==> config.mk <==
export PLATFORM = sky130hd
export DESIGN_NAME = serial_compare_ctrl
export DESIGN_NICKNAME = d
export VERILOG_FILES = /design/src/rtl/serial_compare_ctrl.sv
export SDC_FILE = /design/constraint.sdc
export NUM_CORES = 1
export LEC_CHECK = 0
export BUFFER_PORTS_ARGS = -buffer_cell sky130_fd_sc_hd__buf_2
export CAP_MARGIN = 20
export CELL_PAD_IN_SITES_DETAIL_PLACEMENT = 1
export CELL_PAD_IN_SITES_GLOBAL_PLACEMENT = 1
export CORE_ASPECT_RATIO = 1.25
export CORE_MARGIN = 10
export CORE_UTILIZATION = 44
export DETAILED_ROUTE_END_ITERATION = 10
export GPL_ROUTABILITY_DRIVEN = 0
export GPL_TIMING_DRIVEN = 0
export PLACE_DENSITY_LB_ADDON = 0.15
export RECOVER_POWER = 25
export SLEW_MARGIN = 30
export SYNTH_ARGS = -nofsm -noshare
export SYNTH_HDL_FRONTEND = slang
export SYNTH_SLANG_ARGS = --single-unit
==> constraint.sdc <==
create_clock -name clk -period 2.8 [get_ports clk]
set_input_delay 0.14 -clock clk [delete_from_list [all_inputs] [get_ports clk]]
set_output_delay 0.14 -clock clk [all_outputs]
set_load 0.02 [all_outputs]
==> src/rtl/serial_compare_ctrl.sv <==
// Byte-serial LT/EQ/GT compare sequencer: walks operands MSB-first through one
// 8-bit slice, stopping at the first unequal byte, with a start/busy/done handshake.
module serial_compare_ctrl #(
  parameter int NUM_BYTES = 4
) (
  input  logic                   clk,
  input  logic                   rst_n,
  input  logic                   i_start,
  input  logic                   i_abort,
  input  logic                   i_signed_mode,
  input  logic [8*NUM_BYTES-1:0] i_op_a,
  input  logic [8*NUM_BYTES-1:0] i_op_b,
  output logic                   o_busy,
  output logic                   o_done,
  output logic                   o_lt,
  output logic                   o_eq,
  output logic                   o_gt
);

  localparam int W     = 8 * NUM_BYTES;
  localparam int IDX_W = $clog2(NUM_BYTES);
  localparam logic [IDX_W-1:0] IDX_TOP = IDX_W'(NUM_BYTES - 1);

  typedef enum logic [1:0] {
    ST_IDLE = 2'd0,
    ST_CMP  = 2'd1,
    ST_DONE = 2'd2
  } state_t;

  state_t           r_state, w_state_nxt;
  logic [W-1:0]     r_a, r_b, w_a_nxt, w_b_nxt;
  logic             r_signed, w_signed_nxt;
  logic [IDX_W-1:0] r_idx, w_idx_nxt;
  logic             r_lt, r_eq, r_gt;
  logic             w_lt_nxt, w_eq_nxt, w_gt_nxt;
  logic             r_busy, r_done;

  logic [7:0]       w_a_byte, w_b_byte, w_a_cmp, w_b_cmp;
  logic             w_flip, w_slice_eq, w_slice_lt;

  // Only the top byte carries the sign; flipping its MSB maps two's complement onto unsigned order.
  always_comb begin
    w_a_byte   = r_a[{r_idx, 3'b000} +: 8];
    w_b_byte   = r_b[{r_idx, 3'b000} +: 8];
    w_flip     = r_signed & (r_idx == IDX_TOP);
    w_a_cmp    = {w_a_byte[7] ^ w_flip, w_a_byte[6:0]};
    w_b_cmp    = {w_b_byte[7] ^ w_flip, w_b_byte[6:0]};
    w_slice_eq = (w_a_cmp == w_b_cmp);
    w_slice_lt = (w_a_cmp < w_b_cmp);
  end

  // Next-state and next-datapath logic.
  always_comb begin
    w_state_nxt  = r_state;
    w_a_nxt      = r_a;
    w_b_nxt      = r_b;
    w_signed_nxt = r_signed;
    w_idx_nxt    = r_idx;
    w_lt_nxt     = r_lt;
    w_eq_nxt     = r_eq;
    w_gt_nxt     = r_gt;
    case (r_state)
      ST_IDLE: begin
        if (i_start) begin
          w_state_nxt  = ST_CMP;
          w_a_nxt      = i_op_a;
          w_b_nxt      = i_op_b;
          w_signed_nxt = i_signed_mode;
          w_idx_nxt    = IDX_TOP;
          w_lt_nxt     = 1'b0;
          w_eq_nxt     = 1'b0;
          w_gt_nxt     = 1'b0;
        end else begin
          w_state_nxt  = ST_IDLE;
        end
      end
      ST_CMP: begin
        if (i_abort) begin
          w_state_nxt = ST_IDLE;
        end else if (!w_slice_eq) begin
          w_lt_nxt    = w_slice_lt;
          w_gt_nxt    = ~w_slice_lt;
          w_state_nxt = ST_DONE;
        end else if (r_idx == {IDX_W{1'b0}}) begin
          w_eq_nxt    = 1'b1;
          w_state_nxt = ST_DONE;
        end else begin
          w_idx_nxt   = r_idx - IDX_W'(1);
        end
      end
      ST_DONE: begin
        w_state_nxt = ST_IDLE;
      end
      default: begin
        w_state_nxt = ST_IDLE;
      end
    endcase
  end

  // State, operand and registered-output update.
  always_ff @(posedge clk or negedge rst_n) begin
    if (!rst_n) begin
      r_state  <= ST_IDLE;
      r_a      <= {W{1'b0}};
      r_b      <= {W{1'b0}};
      r_signed <= 1'b0;
      r_idx    <= {IDX_W{1'b0}};
      r_lt     <= 1'b0;
      r_eq     <= 1'b0;
      r_gt     <= 1'b0;
      r_busy   <= 1'b0;
      r_done   <= 1'b0;
    end else begin
      r_state  <= w_state_nxt;
      r_a      <= w_a_nxt;
      r_b      <= w_b_nxt;
      r_signed <= w_signed_nxt;
      r_idx    <= w_idx_nxt;
      r_lt     <= w_lt_nxt;
      r_eq     <= w_eq_nxt;
      r_gt     <= w_gt_nxt;
      r_busy   <= (w_state_nxt == ST_CMP);
      r_done   <= (w_state_nxt == ST_DONE);
    end
  end

  assign o_busy = r_busy;
  assign o_done = r_done;
  assign o_lt   = r_lt;
  assign o_eq   = r_eq;
  assign o_gt   = r_gt;

endmodule

# [Word-level counts from Yosys, hierarchy flattened]
# Index checks and enable logic that the tools add are counted.
[word_totals] elab_cells=57 out_inout_bits=5 reg_bits=74
[op_classes] reduce_logical=7 magnitude_cmp=1 eq_ne=11 shift=2 muxes=21 bitwise_logic=4 add_sub_neg=1
[op_table] op="$shiftx 32x6->8" n=2
[op_table] op="$mux 2" n=7
[op_table] op="$ne 2x2->1 const B" n=6
[op_table] op="$reduce_and 5->1" n=2
[op_table] op="$mux 1" n=9
[op_table] op="$eq 8x8->1" n=1
[op_table] op="$lt 8x8->1" n=1
[op_table] op="$pmux 2 s2" n=2
[op_table] op="$pmux 1 s2" n=3
[op_table] op="$eq 2x1->1 const B" n=2
[op_table] op="$eq 2x2->1 const B" n=2
[op_table] op="$logic_not 2->1" n=2
[op_table] op="$reduce_and 4->1" n=1
[op_table] op="$reduce_and 2->1" n=1
[op_table] op="$reduce_bool 2->1" n=1
[op_table] op="$sub 2x1->2 const B" n=1
[op_table] op="$xor 1x1->1" n=2
[op_table] op="$and 1x1->1" n=1
[op_table] op="$not 1->1" n=1

# [Depth between registers and ports, before layout]
# Gate-level depths: netlist of run 1.
[logic_depth] depth_word=8 ltp_mapped=9 mapped_depth_nobuf=8

# [Worst setup path after synthesis of run 1]
# OpenSTA, ideal clock, no wires.
[synth_path] kind="register -> register" from="reg r_idx[0]" to="reg r_idx[0]" setup_ns=0.079 path_stages_with_launch=9 arrival_ns=2.409 path_buffers=2 synth_period_minus_slack_ns=2.488 setup_slack_ns=0.312 t_required_ns=2.721 cell_sequence="dfrtp_1 > buf_4 > buf_4 > mux4_2 > ha_1 > nand4_1 > or2_2 > nor3_4 > mux2i_1"
[synth_between] elab_chain_len=6 word_cells_on_any_way=16
[synth_lines] element="from (decl)" line="33" rtl="logic [IDX_W-1:0] r_idx, w_idx_nxt;"
[synth_lines] element="from (signal assigned)" line="107" rtl="r_idx <= {IDX_W{1'b0}};"
[synth_lines] element="from (signal assigned)" line="118" rtl="r_idx <= w_idx_nxt;"
[synth_lines] element="parallel branches: the longest is 6 deep, another holds $shiftx 32x6->8"
# Parallel ways; which one is timed is not known. The select of a mux whose other input is x is not followed.
# A chain may end at the register's enable or synchronous reset.

# [Final worst setup path of run 1]
[layout_path] from="reg r_idx[0]" to="reg r_idx[1]"
# The elaborated chain is that of the path after synthesis.

==> reports/qor.txt, run 1 <==
run status = finished, violations left
violations in the final reports = max-capacitance violations, max-slew violations
Final Slew Violations = 34
total grt overflow = 0
type of destination of the critical path = register
count of buffers inserted at the top-level ports = 73
routed via count divided by cell count = 5.25
global-route wire length before repair = 13.6 mm
Setup WS post-layout = 0.147 ns
largest area contributor in the netlist = dfrtp_1
height of the die = 119 um
area of the mapped netlist = 3430 um2
buffers from clock root to sink, at most = 2
clock tree from TritonCTS = built
root buffer cell = clkbuf_8
clock net sink count = 74
Worst Setup Start Kind = register
areal power density over the cells = 674 nW/um2
via count of the routed design = 2198
slew margin rel. = -0.135
DRC violations left = 0
accumulated negative setup slack = 0 ns
remaining antenna violation count = 0
share of the clock period used by the worst path = 0.947
most instantiated library cell after synthesis = dfrtp_1
Seq/Total Area, Yosys = 0.540
top area cells in the synthesized netlist = dfrtp_1 54%, mux2_2 21%, mux4_2 11%, ha_1 3.7%, buf_2 1.5%
most numerous cell types in the synthesized netlist = 74 x dfrtp_1, 65 x mux2_2, 16 x mux4_2, 12 x inv_1
CTS H-tree lvls = 3
Routed wire per std cell = 20.2 um
final wirelength = 8.46 mm
initial antenna violation count = 0
Final Hold Fails = 0
Max VDD drop = 339 uV
placeable core region = 7490 um2
number of cell rows = 35
post-placement setup slack = -0.0448 ns
DIE WIDTH = 98.9 um
Main synth FF type = dfrtp_1
Worst EP required = 3.07 ns
cts bufs inserted = 9
Final setup viols = 0
clock-pin slew on the worst setup and hold paths = 0.08 ns
post-route worst hold slack = 0.0138 ns
async set-or-reset flop fraction in the synthesized netlist = 1.00
library cells used by synthesis = 25
Least-Margin Pin Slew = 1.70 ns
worst setup skew after layout = 0.0102 ns
cell leakage power = 1.94 nW
Filler Cells Inserted = 771
All-Layer GR Usage = 0.148
Maximum Capacitance Violations = 1
critical path arrival = 2.92 ns
io pins = 74
maximum number of pins on one net before global-route repair = 43
category of the critical setup timing path = register to register
Clk Latency, worst-skew pair = 0.35 ns
number of warnings reported in the yosys synthesis log = 0
largest fanout on the critical path = 8
number of inserted diodes = 0
number of synthesized flops with an enable pin = 0
via count of the first global-routing pass = 2614
number of detailed-route iterations in the first pass = 4
proportion of layout cells with a drive suffix above 1 = 0.599
Die ar. = 11700 um2
Highest Clock Rate = 377 MHz
Post-Route Utilization = 0.560
effective utilization at floorplan = 0.458
initial detailed-routing violation count = 48
area added between synthesis and finish = 22.3%
post-synthesis instance total = 227
average footprint of a synthesized cell = 15.1 um2
Final min period = 2.65 ns
flops & latches, synth = 74
final net count = 401
type of the tightest min-delay check = primary input to register
Yosys top cell area share = 0.540
total half-perimeter wirelength after legalization and detailed placement = 6.36 mm
Post-Syn Nets = 306
worst max-delay path: stages (launching register included):
cell and delay [ns]:
dfrtp_1 0.41, buf_12 0.15, mux4_2 0.54, xnor2_1 0.16
ha_1 0.33, nand4_1 0.17, or2_4 0.30, nor3_4 0.25
mux2i_1 0.26
report_power, final:
part | leakage [nW] | internal [W] | switching, W
Sequential | 0.869 | 0.00128 | 0.000113
Combinational | 0.986 | 0.000392 | 0.000291
Clock | 0.0851 | 0.000341 | 0.000406
Total | 1.94 | 0.00201 | 0.000810
per-stage QoR:
stage,total power [W],std cells,instance area (um2)
floorplan,0.00185,227,3430
global placement,0.00205,392,3910
detailed placement,0.00209,393,3930
CTS,0.00285,410,4120
global route,0.00300,419,4190
finish,0.00282,419,4190
path summary, 6_finish.rpt:
| path | from | end | slack (ns) | depth (start not counted) |
|---|---|---|---|---|
| worst min register to register | r_a[19]$_DFFE_PN0P_ | r_a[19]$_DFFE_PN0P_ | 0.51 | 1 |
| min in group asynchronous | rst_n | r_a[12]$_DFFE_PN0P_ | 0.77 | 2 |
| worst min-delay path | i_op_a[24] | r_a[24]$_DFFE_PN0P_ | 0.01 | 2 |
| max in group asynchronous | rst_n | r_b[9]$_DFFE_PN0P_ | 0.53 | 3 |
| worst max register to register | r_idx[0]$_DFFE_PN0P_ | r_idx[1]$_DFFE_PN0P_ | 0.15 | 8 |
| worst max-delay path | r_idx[0]$_DFFE_PN0P_ | r_idx[1]$_DFFE_PN0P_ | 0.15 | 8 |
registers in the layout, indices dropped and copies added, names as in the netlist:
register and count:
r_a 32, r_state 2, o_busy 1, o_lt 1
r_idx 2, o_gt 1, o_done 1, r_signed 1
r_b 32, o_eq 1
logic make-up after synthesis:
logic type | synth area share
compound gates | 0.0234
simple gates | 0.0380
fa+ha+maj | 0.0365
buf+inv | 0.0321
xor+xnor | 0.00511
flops | 0.540
mux | 0.325
what timing repair did:
action | in CTS | in global routing
endpoints found under the setup margin | 2 | 5
gates resized for setup | 3 | 5
pin swaps | 0 | 3
buffers inserted | 0 | 9
hold endpoints to repair | 32 | 0
hold buffers | 1 | 0
routing by layer:
layer,global-route usage,part of all wire,vias to the layer above
li1,-,-,1018
met1,0.165,0.39,1125
met2,0.258,0.55,48
met3,0.0490,0.049,7
met4,0.0431,0.0095,0
met5,0,0,-
cell type report:
class | instances | area (um2) | share of cell area
inverter | 12 | 45.0 | 0.0107
buffer | 12 | 92.6 | 0.0221
clock inverter | 5 | 30.0 | 0.00716
multi-input combinational | 129 | 1470 | 0.350
sequential | 74 | 1850 | 0.442
timing repair buffer | 84 | 449 | 0.107
clock buffer | 11 | 141 | 0.0337
tap | 92 | 115 | 0.0275
cell usage in the layout, fill, tap and decap left out, types with 2 or more instances in the layout:
cell and n:
a21oi_1 7, clkbuf_4 2, nand4_1 2, nor2_1 5, clkinvlp_4 2, nand2_1 3
clkbuf_1 2, mux2_2 65, o211ai_1 2, or2_2 2, clkbuf_8 10, buf_4 9
inv_1 12, mux4_2 16, o21ai_0 2, buf_2 81, dfrtp_1 74, ha_1 10
mux2i_1 2, nor3b_1 2, clkinv_2 3, nand3_1 2, buf_12 2
(Power assumes the default switching activity.)
==> run 2: changes to the inputs <==
--- a/config.mk
+++ b/config.mk
@@ -11,12 +11,14 @@
 export CELL_PAD_IN_SITES_GLOBAL_PLACEMENT = 1
 export CORE_ASPECT_RATIO = 1.25
 export CORE_MARGIN = 10
-export CORE_UTILIZATION = 44
+export CORE_UTILIZATION = 35
+export CTS_BUF_LIST = sky130_fd_sc_hd__clkbuf_4 sky130_fd_sc_hd__clkbuf_8
 export DETAILED_ROUTE_END_ITERATION = 10
 export GPL_ROUTABILITY_DRIVEN = 0
 export GPL_TIMING_DRIVEN = 0
 export PLACE_DENSITY_LB_ADDON = 0.15
 export RECOVER_POWER = 25
+export SKIP_LAST_GASP = 1
 export SLEW_MARGIN = 30
 export SYNTH_ARGS = -nofsm -noshare
 export SYNTH_HDL_FRONTEND = slang
==> run 2 against run 1 <==
Against the previous run: the run still ends with max-capacitance violations, max-slew violations left; worst setup slack got worse by 0.036 ns; wire length fell by 0.58%; global-route usage fell by 2.3 points; die area rose by 21%; non-clock buffer count fell by 5; cell count rose by 6.7%; utilization fell by 12 points; clock power rose by 18%; via count fell by 0.91%; clock skew barely moved; largest cell class unchanged.
==> reports/qor.txt, run 2 (synthesis results as in run 1) <==
run status = finished, violations left (unchanged)
violations in the final reports = max-capacitance violations, max-slew violations (unchanged)
DRC violations left = 0 (unchanged)
placed standard-cell area = 3980 um2 (was 3930 um2)
Maximum Capacitance Violations = 1 (unchanged)
effective utilization at floorplan = 0.357 (was 0.458)
Clk Latency, worst-skew pair = 0.35 ns (about the same)
routed via count divided by cell count = 4.87 (was 5.25)
buffers from clock root to sink, at most = 2 (unchanged)
chain of cells forming the critical path = buf_12 > buf_8 > mux4_2 > ha_1 > nand4_1 > or2_2 > nor3_4 > mux2i_1 (was buf_12 > mux4_2 > xnor2_1 > ha_1 > nand4_1 > or2_4 > nor3_4 > mux2i_1)
global-route wire length before repair = 13.1 mm (was 13.6 mm)
Die ar. = 14200 um2 (was 11700 um2)
All-Layer GR Usage = 0.124 (was 0.148)
Final setup viols = 0 (unchanged)
slew margin rel. = -0.130 (was -0.135)
clock-pin slew on the worst setup and hold paths = 0.08 ns (about the same)
type of the tightest min-delay check = primary input to register (unchanged)
initial antenna violation count = 0 (unchanged)
initial detailed-routing violation count = 69 (was 48)
post-route worst hold slack = 0.0173 ns (was 0.0138 ns)
Setup WS post-layout = 0.112 ns (was 0.147 ns)
accumulated negative setup slack = 0 ns (unchanged)
area added between synthesis and finish = 23.5% (was 22.3%)
areal power density over the cells = 694 nW/um2 (was 674 nW/um2)
total power = 0.00294 W (was 0.00282 W)
root buffer cell = clkbuf_8 (unchanged)
Worst EP required = 3.08 ns (was 3.07 ns)
share of the clock period used by the worst path = 0.960 (was 0.947)
Critical Path Slowest Stage Cell = mux4_2 (unchanged)
Regs by FF count = r_a x32, r_b x32 (unchanged)
total grt overflow = 0 (unchanged)
final net count = 396 (was 401)
number of detailed-route iterations in the first pass = 4 (unchanged)
Highest Clock Rate = 372 MHz (was 377 MHz)
most common cell after layout, fill and taps aside = buf_2 (unchanged)
largest fanout on the critical path = 10 (was 8)
Least-Margin Pin Slew = 1.70 ns (about the same)
via count of the first global-routing pass = 2462 (was 2614)
worst setup skew after layout = 0.0103 ns (was 0.0102 ns)
CTS H-tree lvls = 3 (unchanged)
proportion of layout cells with a drive suffix above 1 = 0.586 (was 0.599)
number of inserted diodes = 0 (unchanged)
remaining antenna violation count = 0 (unchanged)
cts bufs inserted = 9 (unchanged)
maximum number of pins on one net before global-route repair = 44 (was 43)
clock tree from TritonCTS = built (unchanged)
critical path arrival = 2.97 ns (was 2.92 ns)
category of the critical setup timing path = register to register (unchanged)
Final min period = 2.69 ns (was 2.65 ns)
placeable core region = 9610 um2 (was 7490 um2)
io pins = 74 (unchanged)
post-placement setup slack = -0.131 ns (was -0.0448 ns)
Final Slew Violations = 33 (was 34)
total non-filler cell area in the finished layout = 4230 um2 (was 4190 um2)
number of cell rows = 40 (was 35)
height of the die = 131 um (was 119 um)
Max VDD drop = 317 uV (was 339 uV)
Routed wire per std cell = 18.8 um (was 20.2 um)
cell leakage power = 1.94 nW (about the same)
Final Hold Fails = 0 (unchanged)
RSZ-0062 raised after global routing = yes
DIE WIDTH = 109 um (was 98.9 um)
final wirelength = 8.41 mm (was 8.46 mm)
most used cells in the layout excluding fill and tap cells = 81 x buf_2, 74 x dfrtp_1, 65 x mux2_2 (unchanged)
clock net sink count = 74 (unchanged)
type of destination of the critical path = register (unchanged)
maximum cell stage delay along the critical path = 0.54 ns (about the same)
Worst Setup Start Kind = register (unchanged)
count of buffers inserted at the top-level ports = 73 (unchanged)
total half-perimeter wirelength after legalization and detailed placement = 6.29 mm (was 6.36 mm)
via count of the routed design = 2178 (was 2198)
run 2: cell count changes in the layout (fill, tap and decap cells not counted), moves of 2 or more:
| cell | previous run | this run |
|---|---|---|
| buf_4 | 9 | 2 |
| clkinv_2 | 3 | 1 |
| clkinvlp_4 | 2 | 0 |
| dlygate4sd3_1 | 1 | 4 |
| clkbuf_8 | 10 | 12 |
run 2: final cells by class:
type,instances,area [um2]
buffer,12,87.6
clock buffer,13,173
clock inverter,2,35.0
fill,1050,5380
inverter,12,45.0
multi-input combinational,129,1470
sequential,74,1850
tap,126,158
timing repair buffer,79,419
run 2: per-stage QoR:
stage,utilization,instances
3_3_place_gp,0.411,426
3_5_place_dp,0.414,427
5_1_grt,0.441,447
2_1_floorplan,-,227
4_1_cts,0.443,447
6_report,0.441,447
run 2: worst paths after layout:
kind	to	cells past startpoint	slack [ns]	startpoint
hold / removal	r_a[24]$_DFFE_PN0P_	2	0.02	i_op_a[24]
setup / recovery	r_idx[1]$_DFFE_PN0P_	8	0.11	r_idx[0]$_DFFE_PN0P_
hold reg to reg	r_b[23]$_DFFE_PN0P_	1	0.51	r_b[23]$_DFFE_PN0P_
min in group asynchronous	r_a[1]$_DFFE_PN0P_	2	0.77	rst_n
max in group asynchronous	r_b[20]$_DFFE_PN0P_	3	0.49	rst_n
setup reg to reg	r_idx[1]$_DFFE_PN0P_	8	0.11	r_idx[0]$_DFFE_PN0P_
run 2: critical path: cells and delay by family (launching register included):
family	cells	cell delay (ns)
simple gates	3	0.78
mux	2	0.76
flops	1	0.40
buf+inv	2	0.35
fa+ha+maj	1	0.32
run 2: layer usage:
layer  up-vias  global-route usage  part of all wire
met3         9              0.0309             0.042
met2        41               0.209              0.52
met4         0              0.0676             0.020
li1       1006                   -                 -
met5         -                   0                 0
met1      1122               0.142              0.42
run 2: power by group:
part | switching (W) | total (W) | internal, W
registers | 0.000103 | 0.00138 | 0.00128
logic | 0.000285 | 0.000673 | 0.000388
clock network | 0.000391 | 0.000880 | 0.000489
run 2: timing repair:
action,CTS,global route
endpoints found under the setup margin,4,3
pin swaps,2,1
endpoints found under the hold margin,34,0
gates resized for setup,5,1
buffers inserted,1,0
hold buffers,4,0
==> run 3: changes to the inputs <==
--- a/config.mk
+++ b/config.mk
@@ -16,6 +16,7 @@
 export DETAILED_ROUTE_END_ITERATION = 10
 export GPL_ROUTABILITY_DRIVEN = 0
 export GPL_TIMING_DRIVEN = 0
+export HOLD_SLACK_MARGIN = 0.05
 export PLACE_DENSITY_LB_ADDON = 0.15
 export RECOVER_POWER = 25
 export SKIP_LAST_GASP = 1
==> constraint.sdc (replaced) <==
create_clock -name clk -period 2.4 [get_ports clk]
set_input_delay 0.12 -clock clk [delete_from_list [all_inputs] [get_ports clk]]
set_output_delay 0.12 -clock clk [all_outputs]
set_load 0.005 [all_outputs]
==> run 3 against run 2 <==
Against the previous run: the flow finishes with violations (negative setup slack); utilization rose by 8.1 points; die area did not move; sequential power rose by 17%; non-clock buffer count rose by 70; first-iteration DRC count fell by 59%; clock skew rose by 0.0015 ns; cell count rose by 16%; combinational power rose by 37%; sequential cell count did not move; wire length rose by 7.8%; global-route usage rose by 1.5 points; power rose by 23%; critical endpoint unchanged.
==> reports/qor.txt, run 3 (synthesis results as in run 1) <==
category of the critical setup timing path = register to register (unchanged)
Least-Margin Pin Slew = 1.49 ns (was 1.70 ns)
clock net sink count = 74 (unchanged)
effective utilization at floorplan = 0.357 (unchanged)
All-Layer GR Usage = 0.139 (was 0.124)
Final setup viols = 6 (was 0)
Final Hold Fails = 0 (unchanged)
Highest Clock Rate = 396 MHz (was 372 MHz)
placeable core region = 9610 um2 (unchanged)
violations in the final reports = negative setup slack (was max-capacitance violations, max-slew violations)
chain of cells forming the critical path = buf_12 > buf_12 > mux4_2 > ha_4 > nand4_1 > or2_4 > nor3_4 > mux2i_1 (was buf_12 > buf_8 > mux4_2 > ha_1 > nand4_1 > or2_2 > nor3_4 > mux2i_1)
total grt overflow = 0 (unchanged)
Max VDD drop = 374 uV (was 317 uV)
area added between synthesis and finish = 46.1% (was 23.5%)
most common cell after layout, fill and taps aside = buf_2 (unchanged)
maximum number of pins on one net before global-route repair = 49 (was 44)
via count of the routed design = 2455 (was 2178)
number of cell rows = 40 (unchanged)
Routed wire per std cell = 17.5 um (was 18.8 um)
DRC violations left = 0 (unchanged)
final net count = 466 (was 396)
global-route wire length before repair = 15.0 mm (was 13.1 mm)
buffers from clock root to sink, at most = 2 (unchanged)
worst setup skew after layout = 0.0118 ns (was 0.0103 ns)
number of inserted diodes = 0 (unchanged)
via count of the first global-routing pass = 2875 (was 2462)
dominant delay contributor by cell family on the critical path = multiplexers (was simple AND/OR/NAND/NOR gates)
total half-perimeter wirelength after legalization and detailed placement = 6.10 mm (was 6.29 mm)
root buffer cell = clkbuf_8 (unchanged)
Setup WS post-layout = -0.122 ns (was 0.112 ns)
largest fanout on the critical path = 10 (unchanged)
maximum cell stage delay along the critical path = 0.55 ns (was 0.54 ns)
Maximum Capacitance Violations = 0 (was 1)
run status = finished, violations left (unchanged)
Final Slew Violations = 0 (was 33)
Buffers & Inverters on Critical Path = 2 (unchanged)
initial antenna violation count = 0 (unchanged)
clock-pin slew on the worst setup and hold paths = 0.07 ns (was 0.08 ns)
slew margin rel. = 0.00507 (was -0.130)
final wirelength = 9.06 mm (was 8.41 mm)
height of the die = 131 um (unchanged)
io pins = 74 (unchanged)
type of destination of the critical path = register (unchanged)
Clk Latency, worst-skew pair = 0.35 ns (about the same)
Critical Path Slowest Stage Cell = mux4_2 (unchanged)
routed via count divided by cell count = 4.74 (was 4.87)
post-placement setup slack = -0.431 ns (was -0.131 ns)
most frequent cell on the critical path = buf_12
initial detailed-routing violation count = 28 (was 69)
clock tree from TritonCTS = built (unchanged)
number of detailed-route iterations in the first pass = 4 (unchanged)
Regs by FF count = r_a x32, r_b x32 (unchanged)
areal power density over the cells = 724 nW/um2 (was 694 nW/um2)
cts bufs inserted = 9 (unchanged)
Filler Cells Inserted = 991 (was 1050)
count of buffers inserted at the top-level ports = 73 (unchanged)
Final min period = 2.52 ns (was 2.69 ns)
proportion of layout cells with a drive suffix above 1 = 0.520 (was 0.586)
post-route worst hold slack = 0.0947 ns (was 0.0173 ns)
remaining antenna violation count = 0 (unchanged)
Die ar. = 14200 um2 (unchanged)
Worst Setup Start Kind = register (unchanged)
DIE WIDTH = 109 um (unchanged)
cell leakage power = 2.24 nW (was 1.94 nW)
CTS H-tree lvls = 3 (unchanged)
share of the clock period used by the worst path = 1.05 (was 0.960)
Worst EP required = 2.67 ns (was 3.08 ns)
most used cells in the layout excluding fill and tap cells = 80 x buf_2, 74 x dfrtp_1, 66 x dlygate4sd3_1 (was 81 x buf_2, 74 x dfrtp_1, 65 x mux2_2)
type of the tightest min-delay check = primary input to register (unchanged)
critical path arrival = 2.79 ns (was 2.97 ns)
RSZ-0062 raised after global routing = yes (unchanged)
-- run 3: report_power, final --
part | total (W) | internal (W) | switching [W]
combinational | 0.000925 | 0.000566 | 0.000359
clock | 0.00109 | 0.000622 | 0.000465
sequential | 0.00161 | 0.00149 | 0.000119
-- run 3: final timing paths --
path | endpoint | slack, ns | from | depth (start not counted)
worst max-delay path | r_idx[1]$_DFFE_PN0P_ | -0.12 | r_idx[0]$_DFFE_PN0P_ | 8
worst min-delay path | r_state[1]$_DFF_PN0_ | 0.09 | i_abort | 3
worst max register to register | r_idx[1]$_DFFE_PN0P_ | -0.12 | r_idx[0]$_DFFE_PN0P_ | 8
worst min register to register | r_b[22]$_DFFE_PN0P_ | 0.50 | r_b[22]$_DFFE_PN0P_ | 1
max in group asynchronous | r_b[5]$_DFFE_PN0P_ | 0.22 | rst_n | 3
min in group asynchronous | r_a[1]$_DFFE_PN0P_ | 0.66 | rst_n | 2
-- run 3: layer usage --
layer | wire length [um] | GRT usage | part of all wire
met2 | 4900 | 0.246 | 0.54
met1 | 3630 | 0.159 | 0.40
met5 | 0 | 0 | 0
met4 | 143 | 0.0451 | 0.016
met3 | 392 | 0.0377 | 0.043
-- run 3: repair_timing --
| item | 4_1_cts | 5_1_grt |
|---|---|---|
| endpoints found under the hold margin | 93 | 0 |
| hold buffers | 66 | 0 |
| gates cloned | 0 | 0 |
| pin swaps | 5 | 4 |
| buffers inserted | 8 | 1 |
| resized for setup | 12 | 4 |
| endpoints found under the setup margin | 9 | 7 |
-- run 3: layout make-up --
cell class                      instances  area, um2  area share
Sequential cell                        74       1850       0.370
Multi-Input combinational cell        129       1540       0.307
Timing Repair Buffer                  149       1100       0.220
Tap cell                              126        158      0.0315
Clock buffer                           11        145      0.0290
Buffer                                 12       95.1      0.0190
Clock inverter                          5       77.6      0.0155
Inverter                               12       45.0     0.00899
-- run 3: through the flow --
step | utilization | instances | TNS (ns) | power (W) | cell area (um2)
2_1_floorplan | - | 227 | 0 | 0.00214 | 3440
3_5_place_dp | 0.415 | 427 | -2.36 | 0.00241 | 3990
4_1_cts | 0.521 | 517 | -0.441 | 0.00366 | 5010
3_3_place_gp | 0.412 | 426 | -2.01 | 0.00237 | 3960
6_report | 0.521 | 518 | -0.362 | 0.00363 | 5010
5_1_grt | 0.521 | 518 | -8.37 | 0.00387 | 5010
-- run 3: worst register-to-register path, delay by kind of cell (launching register included) --
kind          cells  cell delay [ns]
fa+ha+maj         1             0.29
flops             1             0.40
mux               2             0.78
simple gates      3             0.70
buf+inv           2             0.28
